==> config.mk <==
export PLATFORM = sky130hd
export DESIGN_NAME = mem_req_arbiter_flat
export DESIGN_NICKNAME = d
export VERILOG_FILES = /design/src/rtl/mem_req_arbiter_pkg.sv /design/src/rtl/mem_req_arbiter_if.sv /design/src/rtl/mem_req_arbiter.sv /design/src/flat_wrapper.sv
export SDC_FILE = /design/constraint.sdc
export NUM_CORES = 1
export LEC_CHECK = 0
export ABC_AREA = 1
export CELL_PAD_IN_SITES_DETAIL_PLACEMENT = 1
export CELL_PAD_IN_SITES_GLOBAL_PLACEMENT = 2
export CORE_MARGIN = 10
export CORE_UTILIZATION = 32
export CTS_CLUSTER_DIAMETER = 100
export CTS_CLUSTER_SIZE = 10
export DETAILED_ROUTE_END_ITERATION = 10
export DONT_BUFFER_PORTS = 1
export GPL_ROUTABILITY_DRIVEN = 0
export PLACE_DENSITY_LB_ADDON = 0.3
export SKIP_CTS_REPAIR_TIMING = 1
export SLEW_MARGIN = 10
export SYNTH_ARGS = -nofsm -noshare
export SYNTH_HDL_FRONTEND = slang
export SYNTH_SLANG_ARGS = --single-unit
==> constraint.sdc <==
create_clock -name clk -period 2.5 [get_ports clk]
set_clock_uncertainty 0.05 [all_clocks]
set_input_delay 0.375 -clock clk [delete_from_list [all_inputs] [get_ports clk]]
set_output_delay 0.375 -clock clk [all_outputs]
set_load 0.05 [all_outputs]
==> src/rtl/mem_req_arbiter_pkg.sv <==
// rtl/mem_req_arbiter_pkg.sv - shared encodings for the inst/data memory request arbiter
package mem_req_arbiter_pkg;

    localparam int ADDR_W = 32;
    localparam int DATA_W = 32;

    localparam logic [1:0] ST_IDLE = 2'd0;
    localparam logic [1:0] ST_ADDR = 2'd1;
    localparam logic [1:0] ST_DATA = 2'd2;

    localparam logic [1:0] SZ_BYTE = 2'd0;
    localparam logic [1:0] SZ_HALF = 2'd1;
    localparam logic [1:0] SZ_WORD = 2'd2;

    localparam logic OWNER_INST = 1'b0;
    localparam logic OWNER_DATA = 1'b1;

    typedef struct packed {
        logic              wr;
        logic [1:0]        size;
        logic [ADDR_W-1:0] addr;
        logic [DATA_W-1:0] wdata;
    } req_t;

endpackage

==> src/rtl/mem_req_arbiter_if.sv <==
// rtl/mem_req_arbiter_if.sv - memory-side request/response bus shared by arbiter and memory
interface mem_req_arbiter_if;
    import mem_req_arbiter_pkg::*;

    logic              mem_req;
    logic              mem_wr;
    logic [1:0]        mem_size;
    logic [ADDR_W-1:0] mem_addr;
    logic [DATA_W-1:0] mem_wdata;
    logic              mem_addr_ok;
    logic              mem_data_ok;
    logic [DATA_W-1:0] mem_rdata;

    modport master (
        output mem_req, mem_wr, mem_size, mem_addr, mem_wdata,
        input  mem_addr_ok, mem_data_ok, mem_rdata
    );

    modport slave (
        input  mem_req, mem_wr, mem_size, mem_addr, mem_wdata,
        output mem_addr_ok, mem_data_ok, mem_rdata
    );

endinterface

==> src/rtl/mem_req_arbiter.sv <==
// rtl/mem_req_arbiter.sv - two-requester (inst/data) single-outstanding memory arbiter
// Data has priority; inst is forced ahead after STARVE_MAX data grants it waited through.
module mem_req_arbiter
    import mem_req_arbiter_pkg::*;
#(
    parameter int STARVE_MAX = 4
) (
    input  logic              clk,
    input  logic              reset,

    input  logic              inst_req,
    input  logic              inst_wr,
    input  logic [1:0]        inst_size,
    input  logic [ADDR_W-1:0] inst_addr,
    input  logic [DATA_W-1:0] inst_wdata,
    output logic              inst_addr_ok,
    output logic              inst_data_ok,
    output logic [DATA_W-1:0] inst_rdata,

    input  logic              data_req,
    input  logic              data_wr,
    input  logic [1:0]        data_size,
    input  logic [ADDR_W-1:0] data_addr,
    input  logic [DATA_W-1:0] data_wdata,
    output logic              data_addr_ok,
    output logic              data_data_ok,
    output logic [DATA_W-1:0] data_rdata,

    input  logic              flush,

    mem_req_arbiter_if.master mem
);

    localparam int CW = (STARVE_MAX < 2) ? 1 : $clog2(STARVE_MAX + 1);
    localparam logic [CW-1:0] STARVE_LIM = CW'(STARVE_MAX);

    logic [1:0]    state_q, state_d;
    logic [CW-1:0] starve_q, starve_d;
    logic          cancel_q, cancel_d;
    logic          owner_q, owner_d;
    req_t          req_q, req_d;

    logic grant, inst_forced, grant_data, grant_inst, deliver;

    assign grant       = (state_q == ST_IDLE) && (inst_req || data_req) && !flush;
    assign inst_forced = inst_req && (starve_q == STARVE_LIM);
    assign grant_data  = grant && data_req && !inst_forced;
    assign grant_inst  = grant && !grant_data;

    assign inst_addr_ok = grant_inst;
    assign data_addr_ok = grant_data;

    // A flush in the completion cycle itself also suppresses delivery.
    assign deliver      = (state_q == ST_DATA) && mem.mem_data_ok && !cancel_q && !flush;
    assign inst_data_ok = deliver && (owner_q == OWNER_INST);
    assign data_data_ok = deliver && (owner_q == OWNER_DATA);

    assign inst_rdata = mem.mem_rdata;
    assign data_rdata = mem.mem_rdata;

    assign mem.mem_req   = (state_q == ST_ADDR);
    assign mem.mem_wr    = req_q.wr;
    assign mem.mem_size  = req_q.size;
    assign mem.mem_addr  = req_q.addr;
    assign mem.mem_wdata = req_q.wdata;

    always_comb begin
        state_d  = state_q;
        starve_d = starve_q;
        cancel_d = cancel_q;
        owner_d  = owner_q;
        req_d    = req_q;
        case (state_q)
            ST_IDLE: begin
                cancel_d = 1'b0;
                if (grant_inst) begin
                    state_d  = ST_ADDR;
                    owner_d  = OWNER_INST;
                    req_d    = '{wr: inst_wr, size: inst_size, addr: inst_addr, wdata: inst_wdata};
                    starve_d = '0;
                end else if (grant_data) begin
                    state_d = ST_ADDR;
                    owner_d = OWNER_DATA;
                    req_d   = '{wr: data_wr, size: data_size, addr: data_addr, wdata: data_wdata};
                    if (!inst_req)
                        starve_d = '0;
                    else if (starve_q != STARVE_LIM)
                        starve_d = starve_q + CW'(1);
                end
            end
            ST_ADDR: begin
                if (flush)
                    cancel_d = 1'b1;
                if (mem.mem_addr_ok)
                    state_d = ST_DATA;
            end
            ST_DATA: begin
                if (flush)
                    cancel_d = 1'b1;
                if (mem.mem_data_ok) begin
                    state_d  = ST_IDLE;
                    cancel_d = 1'b0;
                end
            end
            default: state_d = ST_IDLE;
        endcase
    end

    always_ff @(posedge clk) begin
        if (reset) begin
            state_q  <= ST_IDLE;
            starve_q <= '0;
            cancel_q <= 1'b0;
            owner_q  <= OWNER_INST;
            req_q    <= '0;
        end else begin
            state_q  <= state_d;
            starve_q <= starve_d;
            cancel_q <= cancel_d;
            owner_q  <= owner_d;
            req_q    <= req_d;
        end
    end

endmodule

==> src/flat_wrapper.sv <==
// flat-port wrapper written by rule: the top's interface ports become plain ports
module mem_req_arbiter_flat import mem_req_arbiter_pkg::*;
#(
    parameter int STARVE_MAX = 4
)
  (clk, reset, inst_req, inst_wr, inst_size, inst_addr, inst_wdata, inst_addr_ok, inst_data_ok, inst_rdata, data_req, data_wr, data_size, data_addr, data_wdata, data_addr_ok, data_data_ok, data_rdata, flush, mem_mem_req, mem_mem_wr, mem_mem_size, mem_mem_addr, mem_mem_wdata, mem_mem_addr_ok, mem_mem_data_ok, mem_mem_rdata);
  mem_req_arbiter_if mem_i ();
  input  logic clk;
  input  logic reset;
  input  logic inst_req;
  input  logic inst_wr;
  input  logic [1:0] inst_size;
  input  logic [ADDR_W-1:0] inst_addr;
  input  logic [DATA_W-1:0] inst_wdata;
  output logic inst_addr_ok;
  output logic inst_data_ok;
  output logic [DATA_W-1:0] inst_rdata;
  input  logic data_req;
  input  logic data_wr;
  input  logic [1:0] data_size;
  input  logic [ADDR_W-1:0] data_addr;
  input  logic [DATA_W-1:0] data_wdata;
  output logic data_addr_ok;
  output logic data_data_ok;
  output logic [DATA_W-1:0] data_rdata;
  input  logic flush;
  output wire logic [$bits(mem_i.mem_req)-1:0] mem_mem_req;
  output wire logic [$bits(mem_i.mem_wr)-1:0] mem_mem_wr;
  output wire logic [$bits(mem_i.mem_size)-1:0] mem_mem_size;
  output wire logic [$bits(mem_i.mem_addr)-1:0] mem_mem_addr;
  output wire logic [$bits(mem_i.mem_wdata)-1:0] mem_mem_wdata;
  input wire logic [$bits(mem_i.mem_addr_ok)-1:0] mem_mem_addr_ok;
  input wire logic [$bits(mem_i.mem_data_ok)-1:0] mem_mem_data_ok;
  input wire logic [$bits(mem_i.mem_rdata)-1:0] mem_mem_rdata;
  assign mem_mem_req = mem_i.mem_req;
  assign mem_mem_wr = mem_i.mem_wr;
  assign mem_mem_size = mem_i.mem_size;
  assign mem_mem_addr = mem_i.mem_addr;
  assign mem_mem_wdata = mem_i.mem_wdata;
  assign mem_i.mem_addr_ok = mem_mem_addr_ok;
  assign mem_i.mem_data_ok = mem_mem_data_ok;
  assign mem_i.mem_rdata = mem_mem_rdata;
  mem_req_arbiter #(.STARVE_MAX(STARVE_MAX)) u_core (.clk(clk), .reset(reset), .inst_req(inst_req), .inst_wr(inst_wr), .inst_size(inst_size), .inst_addr(inst_addr), .inst_wdata(inst_wdata), .inst_addr_ok(inst_addr_ok), .inst_data_ok(inst_data_ok), .inst_rdata(inst_rdata), .data_req(data_req), .data_wr(data_wr), .data_size(data_size), .data_addr(data_addr), .data_wdata(data_wdata), .data_addr_ok(data_addr_ok), .data_data_ok(data_data_ok), .data_rdata(data_rdata), .flush(flush), .mem(mem_i));
endmodule
## Word level (Yosys, flattened, before mapping)

Index checks and enable logic that the tools add are counted.

| storage, ports and cells | value |
|---|---|
| flip-flop bits (word level) | 74 |
| input bits | 173 |
| output and inout bits | 136 |

| operators by class | value |
|---|---|
| add/sub/neg operators | 1 |
| equal/unequal tests | 8 |
| multiplexer cells | 16 |
| bitwise gates (word level) | 1 |
| reduce and logical (&&, ||, !) cells | 22 |

Operator list:

| operator | number |
|---|---|
| 67-bit 2-to-1 mux | 2 |
| 3-bit 2-to-1 mux | 4 |
| 1-bit logical AND | 11 |
| 2-bit 2-to-1 mux | 4 |
| 2-bit case mux with 3 select lines | 1 |
| 3-bit AND reduction | 2 |
| 1-bit zero test | 4 |
| 1-bit 2-to-1 mux | 4 |
| 3-bit by 1-bit adder with 3-bit output, second input constant | 1 |
| 3-bit == test, second input constant | 1 |
| 3-bit by 1-bit inequality test with 1-bit output, second input constant | 1 |
| 3-bit by 2-bit inequality test with 1-bit output, second input constant | 1 |
| 3-bit inequality test, second input constant | 1 |
| 1-bit case mux with 3 select lines | 1 |
| 3-bit nonzero test | 1 |
| 2-bit by 1-bit == test with 1-bit output, second input constant | 1 |
| 2-bit == test, second input constant | 1 |
| 2-bit zero test | 1 |
| 2-bit by 1-bit inequality test with 1-bit output, second input constant | 1 |
| 2-bit inequality test, second input constant | 1 |
| 2-bit AND reduction | 1 |
| 2-bit nonzero test | 1 |
| 1-bit logical OR | 1 |
| 1-bit inverter | 1 |

## Longest topological paths before layout

| logic depth | value |
|---|---|
| depth after elaboration | 9 |
| gate-level depth with buffers | 12 |
| mapped depth without buffers | 10 |

## Worst setup path before layout

Ideal clock, no wire load.

| path | value |
|---|---|
| path kind | register to output |
| from | register u_core.state_q[0] |
| to | output inst_addr_ok |
| arrival | 1.542 ns |
| required time | 2.075 ns |
| path slack | 0.533 ns |
| stages on the path, launching flop included | 11 |
| path through | dfxtp_1 inv_1 ha_1 inv_2 nor2_2 o21ai_2 inv_2 buf_6 buf_4 nand2_1 inv_1 |

| on the way | value |
|---|---|
| cells in the longest elaborated chain, start to end | 7 |

RTL lines:

| what | line | RTL |
|---|---|---|
| from (decl) | mem_req_arbiter.sv:37 | `logic [1:0] state_q, state_d;` |
| from (signal assigned) | mem_req_arbiter.sv:117 | `state_q <= state_d;` |
| 2-bit zero test (*) | mem_req_arbiter.sv:45 | `assign grant = (state_q == ST_IDLE) && (inst_req \|\| data_req) && !flush;` |
| 1-bit logical AND (*) (2 in a row) | mem_req_arbiter.sv:45 |  |
| 1-bit logical AND (2 in a row) | mem_req_arbiter.sv:47 | `assign grant_data = grant && data_req && !inst_forced;` |
| 1-bit zero test | mem_req_arbiter.sv:48 | `assign grant_inst = grant && !grant_data;` |
| 1-bit logical AND (*) | mem_req_arbiter.sv:48 |  |
| to (decl) | flat_wrapper.sv:15 | `output logic inst_addr_ok;` |

Every way passes the cells marked *; elsewhere a longest branch is shown, timed or not.

## Worst setup path after layout

| path | value |
|---|---|
| from | register u_core.state_q[0] |
| to | output data_addr_ok |

| on the way | value |
|---|---|
| cells in the longest elaborated chain, start to end | 5 |

RTL lines:

| what | line | RTL |
|---|---|---|
| 2-bit zero test | mem_req_arbiter.sv:45 |  |
| 1-bit logical AND (2 in a row) | mem_req_arbiter.sv:45 |  |
| 1-bit logical AND (2 in a row) | mem_req_arbiter.sv:47 |  |
| to (decl) | flat_wrapper.sv:23 | `output logic data_addr_ok;` |

Every way passes these cells.

==> results.sh <==
export IMPL_status="complete, no violations"
export IMPL_syn_avg_cell_area_sq_um=6.242
export IMPL_switching_share_pct=47.04
export IMPL_io_pins=309
export IMPL_power_density_mw_per_mm2=1185
export IMPL_wl_per_cell_um=17.59
export IMPL_p_comb_share_pct=23.5
export IMPL_leakage_nw=2.317
export IMPL_num_rows=43
export IMPL_crit_slowest_cell="dfxtp_1"
export IMPL_yosysWarningCount=0
export IMPL_firstDrtPassIters=4
export IMPL_clock_root_buffer="clkbuf_16"
export IMPL_antenna_left=0
export IMPL_critPathRequiredTime_ps=2080
export IMPL_gr_total_overflow=0
export IMPL_die_x_um=138.3
export IMPL_worstSetupStartpointType="flip-flop"
export IMPL_drv_slew=0
export IMPL_coreArea_sq_mm=0.01383
export IMPL_fmax_mhz=447.4
export IMPL_clockBufferDepth=2
export IMPL_pre_cts_slack_ps=468.0
export IMPL_drive_gt1_share_pct=5.790
export IMPL_grt_max_degree=72
export IMPL_cts_made_buffers=9
export IMPL_intPower_mw=2.792
export IMPL_end_kind="primary output"
export IMPL_clkPwrFrac_pct=26.6
export IMPL_clock_latency_ps=330
export IMPL_hpwlAfterDp_um=10730
export IMPL_cts_tree="yes"
export IMPL_postLayoutCellArea_sq_mm=0.004449
export IMPL_htree_levels=3
export IMPL_worst_pin_slew_ps=579.4
export IMPL_synthTopCellsByArea="dfxtp_1 (33%), nand3_1 (15%), nand2_1 (13%), buf_4 (12%), nor2_1 (11%)"
export IMPL_yosys_area_top_type_share_pct=33.05
export IMPL_start_util_pct=32.41
export IMPL_antenna_found_initial=0
export IMPL_post_route_min_period_ps=2235
export IMPL_drc=0
export IMPL_place_area_sq_mm=0.004125
export IMPL_vias_per_cell=4.786
export IMPL_synth_cells=718
export IMPL_finalWorstSetupSlack_ps=264.6
export IMPL_seq_area_frac_synth_pct=33.05
export IMPL_finalCritPeriodShare_pct=89.42
export IMPL_r2r_setup_slack_ps=640
export IMPL_antenna_cells=0
export IMPL_io_buffers=0
export IMPL_cts_sinks=74
export IMPL_path_max_fanout=45
export IMPL_finalSetupTns_ps=0
export IMPL_clk_pin_slew_ps=60
export IMPL_setup_viol=0
export IMPL_path_cells="inv_1 > ha_1 > inv_2 > nor2_2 > nand3_2 > buf_6 > inv_2"
export IMPL_netlist_area_sq_mm=0.004482
export IMPL_switching_power_mw=2.480
export IMPL_vias=3920
export IMPL_ir_drop_v=0.0003843
export IMPL_crit_top_cell="inv_2"
export IMPL_final_cell_mix="nand2_1 (152), nand3_1 (136), nor2_1 (130), inv_1 (87), dfxtp_1 (74)"
export IMPL_ys_types=19
export IMPL_ys_ff_latch=74
export IMPL_cap_violations=0
export IMPL_grt_pass1_vias=4082
export IMPL_drtIter0Drc=90
export IMPL_area_growth_pct=-0.7258
export IMPL_synth_top_cell_by_area="dfxtp_1"
export IMPL_power_frac_seq_pct=49.9
export IMPL_syn_nets=898
export IMPL_mostFrequentLayoutCell="nand2_1"
export IMPL_grt_pass1_wl_um=22490
export IMPL_rsz0062_at_grt="false"
export IMPL_grt_total_usage_pct=14.40
export IMPL_hold_viol_final=0
export IMPL_dieArea_sq_mm=0.01914
export IMPL_max_slew_margin_pct=61.32
export IMPL_hold_path_class="in2reg"
export IMPL_die_h_um=138.3
export IMPL_critPathMaxStageDelay_ps=340
export IMPL_wirelength_um=14400
export IMPL_path_class="reg2out"
export IMPL_nNetsFinal=814
export IMPL_worstPathArrival_ps=1810
## final timing paths
| kind | depth (start not counted) | startpoint | endpoint |
|---|---|---|---|
| setup / recovery | 7 | u_core.state_q[0] | data_addr_ok |
| hold / removal | 1 | reset | u_core.mem.mem_addr[13] |
| setup reg to reg | 9 | u_core.state_q[0] | u_core.starve_q[1] |
| hold reg to reg | 2 | u_core.cancel_q | u_core.cancel_q |
## power by group through the flow
stage                     Clock, mW  Combinational (mW)  Sequential [mW]
final                          1.40                1.24             2.63
after global routing           1.51                1.46             2.68
after CTS                      1.46                1.27             2.65
after detailed placement          0                1.27             2.68
after global placement            0                1.20             2.67
after floorplan                   0                1.32             2.56
## sequential cells by signal, summed over array words and instances (netlist names)
register / cells
u_core.mem.mem_size: 2
u_core.owner_q: 1
u_core.cancel_q: 1
u_core.mem.mem_wr: 1
u_core.state_q: 2
u_core.mem.mem_addr: 32
u_core.starve_q: 3
u_core.mem.mem_wdata: 32
## cells by family (layout without fill, tap and decap cells)
logic type	after synthesis	count (layout)	synth area share [%]
compound gates	15	15	1.759
fa+ha+maj	7	7	1.954
buf+inv	198	119	23.42
flops	74	74	33.05
simple gates	424	424	39.81
## final cells by class
class | count | area, sq um
clock buffers | 11 | 242.7
inverters | 90 | 340.3
repair buffers | 13 | 126.4
flip-flops and latches | 74 | 1481
well taps | 180 | 225.2
multi-input cells | 446 | 1956
fillers | 1817 | 9378
clock inverters | 5 | 77.57
## synth_stat cells, drive strengths merged
library cell,count
nand4,1
inv,90
nand3,138
or2,1
buf,99
nand2,152
nor2,132
ha,7
a21oi,11
o21ai,4
clkbuf,9
dfxtp,74
## worst max-delay path, delay by kind of cell (launching register included)
kind	cells	cell delay (ps)
flip-flops	1	340
adder cells (fa/ha/maj)	1	220
buffers and inverters	4	680
AND/OR/NAND/NOR	2	240
## metrics by stage
stage	hold WS [ps]	power, mW	std cells	utilization, %
after global routing	45.48	5.649	819	32.18
after global placement	386.4	3.868	803	29.83
after floorplan	381.6	3.872	718	-
after detailed placement	397.8	3.942	803	29.83
final	66.89	5.273	819	32.18
after CTS	46.52	5.381	819	32.15
## routing by layer
metal  routed length, um  global-route usage, %  up-vias
li1                    -                      -     1959
met1                5906                  15.99     1768
met2                6434                  22.19      172
met3                1771                  8.185       21
met4                 292                  5.938        0
met5                   0                      0        -
(Power assumes the default switching activity.)
